$ cat src/rtl/lap_stopwatch_pkg.sv
// Shared types for the lap stopwatch: FSM state encoding and BCD digit.
package lap_stopwatch_pkg;

  typedef enum logic [1:0] {
    ST_IDLE,
    ST_RUN,
    ST_RUN_LAP,
    ST_PAUSED
  } state_e;

  typedef logic [3:0] bcd_t;

  localparam bcd_t BCD_MAX = 4'd9;

endpackage

$ cat src/rtl/lap_stopwatch_digit.sv
// One BCD decade of the stopwatch count; decades chain through carry.
module bcd_digit_counter
  import lap_stopwatch_pkg::*;
(
  input  logic clk,
  input  logic reset,
  input  logic inc,
  input  logic carry_in,
  input  logic clear,
  output bcd_t digit,
  output logic carry_out
);

  bcd_t digit_q;
  bcd_t digit_d;

  always_comb begin
    digit_d = digit_q;
    if (clear) begin
      digit_d = '0;
    end else if (inc && carry_in) begin
      digit_d = (digit_q == BCD_MAX) ? '0 : digit_q + 4'd1;
    end
  end

  always_ff @(posedge clk or posedge reset) begin
    if (reset) digit_q <= '0;
    else       digit_q <= digit_d;
  end

  assign carry_out = carry_in && (digit_q == BCD_MAX);
  assign digit     = digit_q;

endmodule

$ cat src/rtl/lap_stopwatch.sv
// Lap stopwatch: prescaled BCD counter with run/pause, lap hold and overflow.
module lap_stopwatch
  import lap_stopwatch_pkg::*;
#(
  parameter int CLK_HZ     = 100_000_000,
  parameter int TICK_HZ    = 1000,
  parameter int NUM_DIGITS = 4,
  parameter int WRAP       = 1
) (
  input  logic                    clk,
  input  logic                    reset,
  input  logic                    start_stop,
  input  logic                    lap,
  input  logic                    clear,
  output logic [4*NUM_DIGITS-1:0] count_bcd,
  output logic [4*NUM_DIGITS-1:0] display_bcd,
  output logic                    running,
  output logic                    lap_hold,
  output logic                    overflow,
  output logic                    tick
);

  localparam int DIV = CLK_HZ / TICK_HZ;
  localparam int PW  = $clog2(DIV);
  localparam int W   = 4 * NUM_DIGITS;
  localparam logic [PW-1:0] DIV_M1 = PW'(DIV - 1);

  state_e          state_q, state_d;
  logic [PW-1:0]   presc_q, presc_d;
  logic [W-1:0]    lap_q, lap_d;
  logic            ovf_q, ovf_d;

  logic [NUM_DIGITS:0] carry;
  logic full;
  logic sat;
  logic inc;
  logic clr_all;

  assign running  = (state_q == ST_RUN) || (state_q == ST_RUN_LAP);
  assign lap_hold = (state_q == ST_RUN_LAP);
  assign tick     = running && (presc_q == DIV_M1);
  assign overflow = ovf_q;

  // carry out of the top decade means every digit is 9
  assign carry[0] = 1'b1;
  assign full     = carry[NUM_DIGITS];
  assign sat      = tick && full && (WRAP == 0);
  assign inc      = tick && !sat;
  assign clr_all  = (state_q == ST_PAUSED) && !start_stop && clear;

  for (genvar i = 0; i < NUM_DIGITS; i++) begin : g_dig
    bcd_digit_counter u_dig (
      .clk       (clk),
      .reset     (reset),
      .inc       (inc),
      .carry_in  (carry[i]),
      .clear     (clr_all),
      .digit     (count_bcd[4*i +: 4]),
      .carry_out (carry[i+1])
    );
  end

  always_comb begin
    state_d = state_q;
    presc_d = presc_q;
    lap_d   = lap_q;
    ovf_d   = ovf_q;
    if (running) presc_d = tick ? '0 : presc_q + PW'(1);
    if (tick && full) ovf_d = 1'b1;
    unique case (state_q)
      ST_IDLE: begin
        if (start_stop) state_d = ST_RUN;
      end
      ST_RUN: begin
        if (start_stop) begin
          state_d = ST_PAUSED;
        end else if (lap) begin
          state_d = ST_RUN_LAP;
          lap_d   = count_bcd;
        end
      end
      ST_RUN_LAP: begin
        if (start_stop)  state_d = ST_PAUSED;
        else if (clear)  state_d = ST_RUN;
        else if (lap)    lap_d   = count_bcd;
      end
      ST_PAUSED: begin
        if (start_stop) begin
          state_d = ST_RUN;
        end else if (clear) begin
          state_d = ST_IDLE;
          presc_d = '0;
          lap_d   = '0;
          ovf_d   = 1'b0;
        end
      end
      default: state_d = ST_IDLE;
    endcase
    // saturating full scale stops the clock on the same edge
    if (sat) state_d = ST_PAUSED;
  end

  always_ff @(posedge clk or posedge reset) begin
    if (reset) begin
      state_q <= ST_IDLE;
      presc_q <= '0;
      lap_q   <= '0;
      ovf_q   <= 1'b0;
    end else begin
      state_q <= state_d;
      presc_q <= presc_d;
      lap_q   <= lap_d;
      ovf_q   <= ovf_d;
    end
  end

  assign display_bcd = (state_q == ST_RUN_LAP) ? lap_q : count_bcd;

endmodule

$ cat config.mk
export PLATFORM = sky130hd
export DESIGN_NAME = lap_stopwatch
export DESIGN_NICKNAME = d
export VERILOG_FILES = /design/src/rtl/lap_stopwatch_pkg.sv /design/src/rtl/lap_stopwatch_digit.sv /design/src/rtl/lap_stopwatch.sv
export SDC_FILE = /design/constraint.sdc
export NUM_CORES = 1
export LEC_CHECK = 0
export ABC_CLOCK_PERIOD_IN_PS = 3330
export CAP_MARGIN = 10
export CORE_UTILIZATION = 50
export CTS_CLUSTER_SIZE = 8
export DETAILED_ROUTE_END_ITERATION = 16
export PLACE_DENSITY = 0.7
export SLEW_MARGIN = 40
export SYNTH_ARGS = -nofsm -noshare
export SYNTH_HDL_FRONTEND = slang
export SYNTH_SLANG_ARGS = --single-unit
$ cat constraint.sdc
create_clock -name clk -period 3.33 [get_ports clk]
set_input_delay 0.666 -clock clk [delete_from_list [all_inputs] [get_ports clk]]
set_output_delay 0.666 -clock clk [all_outputs]
set_load 0.02 [all_outputs]
Word level (Yosys, flattened, before mapping)
Index checks and enable logic that the tools add are counted.
{ "totals": {"reg_bits": 52, "inputBits": 5, "elab_cells": 87} }
{ "classes": {"addsub": 5, "n_reduce_logical": 20, "n_mux": 37, "eq_ne": 17} }
{ "op_table": {"columns": ["op", "count"], "rows": [
  ["16-bit two-way mux", 7],
  ["17-bit two-way mux", 5],
  ["4-bit two-way mux", 12],
  ["16-bit case mux with 3 select lines", 1],
  ["17-bit by 1-bit adder with 17-bit output, second input constant", 1],
  ["17-bit == test, second input constant", 1],
  ["4-bit by 1-bit adder with 4-bit output, second input constant", 4],
  ["4-bit == test, second input constant", 4],
  ["2-bit two-way mux", 7],
  ["2-bit != test, second input constant", 6],
  ["1-bit logical AND", 10],
  ["3-bit != test, second input constant", 3],
  ["2-bit case mux with 4 select lines", 1],
  ["2-bit nonzero test", 4],
  ["6-bit AND reduction", 1],
  ["2-bit == test, second input constant", 2],
  ["1-bit two-way mux", 4],
  ["4-bit AND reduction", 1],
  ["3-bit nonzero test", 1],
  ["2-bit by 1-bit == test with 1-bit output, second input constant", 1],
  ["2-bit logical NOT", 1],
  ["1-bit logical NOT", 1],
  ["1-bit logical OR", 1]
]} }

Longest topological paths before layout
Gate-level depths: netlist of run 1.
{ "depth": {"word_depth": 9, "depth_mapped": 8, "ltp_nobuf": 6} }

By module
From an unflattened synthesis of run 1, not the netlist that was laid out.
{ "unflattened": {"cells_unflattened": 300, "area_unflattened_um2": 3094.2} }
{ "modules_own_cells": {"columns": ["mod", "area_each_um2", "cells_per_inst", "instances"], "rows": [
  ["lap_stopwatch", 2153.3, 196, 1],
  ["bcd_digit_counter", 235.2, 26, 4]
]} }

Least setup slack after synthesis of run 1
No wires, ideal clock.
{ "synth_timing": {"kind": "register -> output", "start": "register presc_q[13]", "end": "output tick", "t_arrival_ns": 2.145, "stages_incl_launch_ff": 7, "path_slack_ns": 0.519, "cell_sequence": "dfrtp_1 or4b_4 or4_4 buf_6 buf_6 buf_2 nor2_1"} }
{ "synth_via": {"elab_chain_len": 2} }
{ "synth_lines": {"columns": ["element", "line_no", "source"], "rows": [
  ["start: declaration", "lap_stopwatch.sv:29", "logic [PW-1:0] presc_q, presc_d;"],
  ["start signal: assignment", "lap_stopwatch.sv:111", "presc_q <= presc_d;"],
  ["17-bit == test", "lap_stopwatch.sv:41", "assign tick = running && (presc_q == DIV_M1);"],
  ["1-bit logical AND", "lap_stopwatch.sv:41", null],
  ["end: declaration", "lap_stopwatch.sv:20", "output logic tick"]
]} }
No other way between the ends.

Worst setup path in the final report of run 1
Ends and elaborated chain as after synthesis.

==> Flow_metrics.wiki, run 1 <==
{| class="wikitable"
! Metric !! Value
|-
| Yosys Warn Count || 0
|-
| Top FF cell, synth || sky130_fd_sc_hd__dfrtp_1
|-
| Vertical extent of the die || 80.76 um
|-
| List of most frequent post-synthesis cells || 52 x sky130_fd_sc_hd__dfrtp_1, 28 x sky130_fd_sc_hd__nor2_1, 24 x sky130_fd_sc_hd__inv_1, 22 x sky130_fd_sc_hd__a21oi_1, 20 x sky130_fd_sc_hd__o21ai_0
|-
| Most frequent cell after synthesis || sky130_fd_sc_hd__dfrtp_1
|-
| Number of flops mapped to enable cells by yosys || 0
|-
| Startpoint type of the worst setup path || flop
|-
| Detailed placement HPWL || 4474 um
|-
| Core outline area || 5956 um^2
|-
| Min-Delay Path Class || reg -> reg
|-
| Worst EP arrival || 2.54 ns
|-
| Width of the chip || 80.76 um
|-
| Dominant cells by area after synthesis || sky130_fd_sc_hd__dfrtp_1 42%, sky130_fd_sc_hd__mux2_2 6.2%, sky130_fd_sc_hd__ha_1 5.6%
|-
| Vias in the first global route || 2,287
|-
| H-Tree Depth || 2
|-
| Slew HR || 0.6043
|-
| Syn nets || 348
|-
| Synthesized area divided by synthesized cell count || 9.428 um^2
|-
| Number of flip-flops and latches in the synthesized netlist || 52
|-
| Number of buffers inserted during clock tree synthesis || 5
|-
| Global route overflow || 0
|-
| Number of cell rows || 28
|-
| First drt pass iteration count || 4
|-
| Slew at the pin with the worst max-slew slack || 0.5935 ns
|-
| Latest clock arrival within the worst-skew pair || 0.31 ns
|-
| Maximum vdd drop || 0.4481 mV
|-
| Max-slew violations || 0
|-
| Number of buffers inserted by post-CTS setup repair || 0
|-
| Post-synth top area cell || sky130_fd_sc_hd__dfrtp_1
|-
| Routed WL || 6489 um
|-
| Hold Slack || 0.5161 ns
|-
| Endpoint type of the worst setup path || output port
|-
| Top-area cell type share of the netlist area || 0.4195
|-
| Layout fillers || 506
|-
| Count of buffers inserted at the top-level ports || 40
|-
| Cells on Worst Hold Path || 1
|-
| Max Freq || 311.9 MHz
|-
| First-pass GRT wire length || 10,760 um
|-
| Critical register-to-register path startpoint || presc_q[13]$_DFF_PP0_
|-
| Reg2Reg Capture Point || g_dig[1].u_dig.digit[2]$_DFFE_PP0P_
|-
| Total Routing Usage GR || 0.2143
|-
| Unique masters post-synth || 46
|-
| Outcome || finished, final reports clean
|-
| DR DRC count || 0
|-
| Min cycle time layout || 3.207 ns
|-
| Kind of critical path || reg -> out
|-
| Routability-driven placement congestion ratio || 0.8104
|-
| Die area || 6522 um^2
|-
| Reg-to-reg slack, setup || 0.85 ns
|-
| Count of clock tree sinks || 52
|-
| Count of antenna diodes in the layout || 0
|-
| Unrepaired setup endpoints after global routing || false
|-
| Clock Tree Root || sky130_fd_sc_hd__clkbuf_8
|-
| Final worst path period share || 0.9629
|-
| Average detailed-routed wire length per instance || 14.68 um
|-
| Finish-stage setup viols || 0
|-
| Standby leakage power || 1.538 nW
|-
| WP data required || 2.66 ns
|-
| Net count of the finished layout || 385
|-
| I/O pin count || 41
|-
| Mapped cell area || 3102 um^2
|-
| Layout Skew || 0.004928 ns
|-
| Final hold vios || 0
|-
| Flip-flop and latch area || 1301 um^2
|-
| Clock tree from TritonCTS || done
|-
| Logic depth of the worst register-to-register path || 5
|-
| Worst Path Max Fanout || 4
|-
| Cts repair resizes || 0
|-
| Accumulated negative setup slack || 0 ns
|-
| Share of final-layout standard cells stronger than drive strength 1 || 0.1172
|-
| Buffer levels on the longest clock path || 2
|-
| Sequential fraction of the synthesis area || 0.4195
|-
| Power density over cell area || 546.2 nW/um^2
|-
| Share of async-settable or async-resettable flops after synthesis || 1.000
|-
| Via density per instance || 5.760
|-
| Clock-pin slew of the registers on the worst-case setup and hold paths || 0.09 ns
|-
| Number of maximum-capacitance constraint violations || 0
|-
| Antenna violations before repair || 0
|-
| Layout Area Growth over Synthesis || 20.73%
|-
| Startpoint of the worst hold path || lap_q[13]$_DFFE_PP0P_
|-
| Via count of the routed design || 2,546
|-
| Initial core utilization || 0.5208
|-
| Gate Count Post-Synth || 329
|-
| Worst hold endpoint || lap_q[13]$_DFFE_PP0P_
|-
| Multi-input logic area || 1633 um^2
|-
| Starting DRC count in detailed routing || 183
|-
| Cts hold-fix bufs || 0
|-
| Post-DRT Antenna Nets || 0
|-
| Maximum number of pins on one net before global-route repair || 28
|}
-- sequential cells by signal, summed over array words and instances, names as in the netlist --
name and count:
overflow 1, g_dig.u_dig.digit 16, state_q 2, lap_q 16, presc_q 17
-- cell type report --
class                      instances  share of cell area
clock buffer                       5             0.01838
timing repair buffer              49              0.1250
multi-input combinational        234              0.4360
clock inverter                     3             0.02406
tap                               75             0.02506
sequential                        52              0.3475
inverter                          24             0.02406
-- worst max path at each step --
stage,from,end,cells after the start
after floorplan,presc_q[13]$_DFF_PP0_,tick,6
after global placement,state_q[0]$_DFFE_PP0P_,display_bcd[8],4
after detailed placement,presc_q[13]$_DFF_PP0_,tick,4
after CTS,presc_q[13]$_DFF_PP0_,tick,4
after global routing,presc_q[0]$_DFF_PP0_,tick,5
final,presc_q[13]$_DFF_PP0_,tick,4
-- through the flow --
step | util | setup WS, ns | total power [mW] | cells | instance area (um^2)
after floorplan | - | 0.5192 | 1.253 | 329 | 3102
after CTS | 0.6288 | 0.1260 | 2.063 | 442 | 3745
after detailed placement | 0.6021 | 0.4887 | 1.472 | 434 | 3586
after global routing | 0.6288 | 0.03017 | 2.154 | 442 | 3745
final | 0.6288 | 0.1234 | 2.045 | 442 | 3745
after global placement | 0.6017 | 0.3999 | 1.454 | 434 | 3583
-- where the power goes --
part / switching (mW) / leakage, nW / internal [mW] / total [mW]
Combinational: 0.380 / 0.745 / 0.302 / 0.682
Clock: 0.210 / 0.0784 / 0.375 / 0.585
Sequential: 0.0781 / 0.715 / 0.700 / 0.778
Total: 0.668 / 1.54 / 1.38 / 2.05
-- worst max-delay path, stage by stage, from the launching register on --
cell and delay (ns):
sky130_fd_sc_hd__dfrtp_1 0.43, sky130_fd_sc_hd__or4b_4 0.56, sky130_fd_sc_hd__or4_4 0.50, sky130_fd_sc_hd__nor2_1 0.14, sky130_fd_sc_hd__clkdlybuf4s50_1 0.61
-- layout by cell type, fill, tap and decap left out, drive strengths merged, types with 13 or more instances in the layout --
| master | instances |
|---|---|
| nand3b | 14 |
| clkdlybuf4s50 | 40 |
| ha | 14 |
| dfrtp | 52 |
| nand2 | 13 |
| o21ai | 24 |
| a21oi | 22 |
| mux2 | 17 |
| inv | 24 |
| nor2 | 28 |
| nand4 | 14 |
-- cells by family (layout without fill, tap and decap cells) --
group | after synthesis | count (layout) | share of synthesized area
AO/OA/AOI/OAI | 66 | 66 | 0.1243
XOR/XNOR | 14 | 14 | 0.03953
adder cells (fa/ha/maj) | 14 | 14 | 0.05648
buffers and inverters | 43 | 81 | 0.05769
flip-flops | 52 | 52 | 0.4195
multiplexers | 17 | 17 | 0.06172
AND/OR/NAND/NOR | 123 | 123 | 0.2408
-- metal layers --
metal / part of all wire / GRT usage / vias to the layer above
li1: - / - / 1254
met1: 0.47 / 0.2842 / 1227
met2: 0.47 / 0.3449 / 53
met3: 0.034 / 0.03371 / 12
met4: 0.024 / 0.1000 / 0
met5: 0 / 0 / -
Power figures use the tool's default switching activity.
==> run 2: changes to the inputs <==
- CORE_ASPECT_RATIO: default -> 0.75
==> run 2 against run 1 <==
  * Clock skew grew 0.0012 ns
  * Cell area down 1.3%
  * Worst hold slack better by 0.0043 ns
  * Count of clock-buffer cells in the layout grew 3
  * Cell count increased by 1.1%
  * Non-clock buffer count grew 2
  * Flip-flop and latch count did not move
  * Critical path depth unchanged
  * Sequential share of layout area increased by 0.47 points
  * Critical path type unchanged
  * Highest routed layer unchanged
==> Flow_metrics.wiki, run 2 (synthesis results as in run 1) <==
{| class="wikitable"
! Metric !! Value
|-
| Outcome || finished, final reports clean
|-
| Most frequent standard cell in the layout excluding fill and tap cells || sky130_fd_sc_hd__dfrtp_1
|-
| Antenna violations before repair || 0 (unchanged)
|-
| Cts hold-fix bufs || 0 (unchanged)
|-
| Layout Skew || 0.006081 ns (+0.001152 ns)
|-
| Via density per instance || 5.821 (+1.1%)
|-
| Cell type of the slowest stage on the worst timing path || sky130_fd_sc_hd__clkdlybuf4s50_1
|-
| Standby leakage power || 1.516 nW (-1.5%)
|-
| Net count of the finished layout || 387 (+0.52%)
|-
| Routed WL || 7263 um (+12%)
|-
| Logic depth of the worst register-to-register path || 5 (unchanged)
|-
| Startpoint of the worst hold path || lap_q[1]$_DFFE_PP0P_
|-
| Cts repair resizes || 0 (unchanged)
|-
| Endpoint type of the worst setup path || output port
|-
| Worst Path Max Fanout || 7 (+3)
|-
| Final worst path period share || 0.9671 (+0.004164)
|-
| Maximum number of pins on one net before global-route repair || 32 (+14%)
|-
| Layout Area Growth over Synthesis || 19.12%
|-
| Reg-to-reg slack, setup || 0.84 ns (about the same)
|-
| Max reg flops || 17 (unchanged)
|-
| Max Freq || 310.5 MHz (-0.43%)
|-
| Vias in the first global route || 2,457 (+7.4%)
|-
| I/O pin count || 41 (unchanged)
|-
| First-pass GRT wire length || 12,210 um (+14%)
|-
| Worst path bufs/invs || 1 (unchanged)
|-
| Core outline area || 5886 um^2 (-1.2%)
|-
| Share of final-layout standard cells stronger than drive strength 1 || 0.1165 (-0.0006350)
|-
| Number of maximum-capacitance constraint violations || 0 (unchanged)
|-
| Min cycle time layout || 3.220 ns (+0.01387 ns)
|-
| Unrepaired setup endpoints after global routing || false
|-
| Die area || 6526 um^2 (about the same)
|-
| Routability-driven placement congestion ratio || 0.7538 (-7.0%)
|-
| Number of cell rows || 24 (-14%)
|-
| Largest stage delay, worst path || 0.63 ns (+0.02 ns)
|-
| First drt pass iteration count || 4 (unchanged)
|-
| Most frequent cells in the layout || 52 x sky130_fd_sc_hd__dfrtp_1, 40 x sky130_fd_sc_hd__clkdlybuf4s50_1, 28 x sky130_fd_sc_hd__nor2_1, 23 x sky130_fd_sc_hd__inv_1, 22 x sky130_fd_sc_hd__a21oi_1
|-
| Max-slew violations || 0 (unchanged)
|-
| Count of clock tree sinks || 52 (unchanged)
|-
| Count of buffers inserted at the top-level ports || 40 (unchanged)
|-
| Pre-CTS worst setup slack || 0.4697 ns (-0.01908 ns)
|-
| Starting DRC count in detailed routing || 179 (-2.2%)
|-
| Top delay family on crit path || simple AND/OR/NAND/NOR gates
|-
| Detailed placement HPWL || 5028 um (+12%)
|-
| WP data required || 2.66 ns (about the same)
|-
| Power density over cell area || 505.8 nW/um^2 (-7.4%)
|-
| Number of buffers inserted during clock tree synthesis || 5 (unchanged)
|-
| Top reg by flops || presc_q
|-
| Worst-path cell chain || or4bb_1, or4_4, nor2_1, clkdlybuf4s50_1
|-
| DR DRC count || 0 (unchanged)
|-
| Width of the chip || 92.95 um (+15%)
|-
| Reg2Reg Capture Point || g_dig[0].u_dig.digit[0]$_DFFE_PP0P_
|-
| Initial core utilization || 0.5270 (+0.006200)
|-
| Clock Tree Root || sky130_fd_sc_hd__clkbuf_8
|-
| Global route overflow || 0 (unchanged)
|-
| Kind of critical path || reg -> out
|-
| Worst EP arrival || 2.55 ns (about the same)
|-
| Min-Delay Path Class || reg -> reg
|-
| Slew at the pin with the worst max-slew slack || 0.6734 ns (+0.07986 ns)
|-
| Multi-input logic area || 1633 um^2 (unchanged)
|-
| Final hold vios || 0 (unchanged)
|-
| Vertical extent of the die || 70.21 um (-13%)
|-
| Post-route setup slack || 0.1096 ns (-0.01387 ns)
|-
| Worst hold endpoint || lap_q[1]$_DFFE_PP0P_
|-
| Critical register-to-register path startpoint || presc_q[5]$_DFF_PP0_
|-
| Cells on Worst Hold Path || 1 (unchanged)
|-
| Flip-flop and latch area || 1301 um^2 (unchanged)
|-
| Clock-pin slew of the registers on the worst-case setup and hold paths || 0.09 ns (about the same)
|-
| Latest clock arrival within the worst-skew pair || 0.30 ns (about the same)
|-
| Finish-stage setup viols || 0 (unchanged)
|-
| H-Tree Depth || 2 (unchanged)
|-
| Clock tree from TritonCTS || done
|-
| Startpoint type of the worst setup path || flop
|-
| Post-DRT Antenna Nets || 0 (unchanged)
|-
| Total Routing Usage GR || 0.2396 (+0.02535)
|-
| Number of buffers inserted by post-CTS setup repair || 0 (unchanged)
|-
| Accumulated negative setup slack || 0 ns (unchanged)
|-
| Slew HR || 0.5511 (-0.05324)
|-
| Via count of the routed design || 2,602 (+2.2%)
|-
| Average detailed-routed wire length per instance || 16.25 um (+11%)
|-
| Buffer levels on the longest clock path || 2 (unchanged)
|-
| Count of antenna diodes in the layout || 0 (unchanged)
|-
| Layout fillers || 500 (-1.2%)
|-
| Maximum vdd drop || 0.3035 mV (-32%)
|}
run 2: cell types whose count changed in the layout (fill, tap and decap cells not counted), sizes merged:
cell    change
buf         +2
bufinv      -3
clkbuf      +3
run 2: layout make-up:
class,instances,area share
well taps,78,0.02641
flip-flops and latches,52,0.3522
clock buffers,8,0.02438
repair buffers,51,0.1307
multi-input cells,234,0.4419
inverters,24,0.02438
run 2: how the worst max path moves through the flow:
| stage | endpoint | depth (start not counted) | slack (ns) | start |
|---|---|---|---|---|
| final | tick | 4 | 0.11 | presc_q[5]$_DFF_PP0_ |
| after detailed placement | tick | 4 | 0.47 | presc_q[13]$_DFF_PP0_ |
| after CTS | tick | 4 | 0.11 | presc_q[5]$_DFF_PP0_ |
| after global routing | tick | 5 | 0.03 | presc_q[0]$_DFF_PP0_ |
| after global placement | display_bcd[0] | 4 | 0.42 | state_q[0]$_DFFE_PP0P_ |
| after floorplan | tick | 6 | 0.52 | presc_q[13]$_DFF_PP0_ |
run 2: power breakdown:
group	switching (mW)	total, mW	internal (mW)
registers	0.0808	0.781	0.700
logic	0.399	0.715	0.316
clock network	0.203	0.373	0.170
run 2: stage by stage:
stage	instances	area [um^2]	hold WS, ns	utilization	power [mW]
4_1_cts	447	3695	0.5219	0.6278	1.879
2_1_floorplan	329	3102	0.4806	-	1.253
3_5_place_dp	439	3605	0.5012	0.6125	1.506
3_3_place_gp	439	3602	0.4891	0.6120	1.479
6_report	447	3695	0.5204	0.6278	1.869
5_1_grt	447	3695	0.5375	0.6278	1.977
run 2: metal layers:
| metal | track usage | up-vias | share of wire | routed length (um) |
|---|---|---|---|---|
| li1 | - | 1258 | - | - |
| met2 | 0.3668 | 76 | 0.45 | 3240 |
| met3 | 0.03813 | 9 | 0.057 | 413 |
| met5 | 0 | - | 0 | 0 |
| met4 | 0.05983 | 0 | 0.011 | 78 |
| met1 | 0.3553 | 1259 | 0.49 | 3530 |
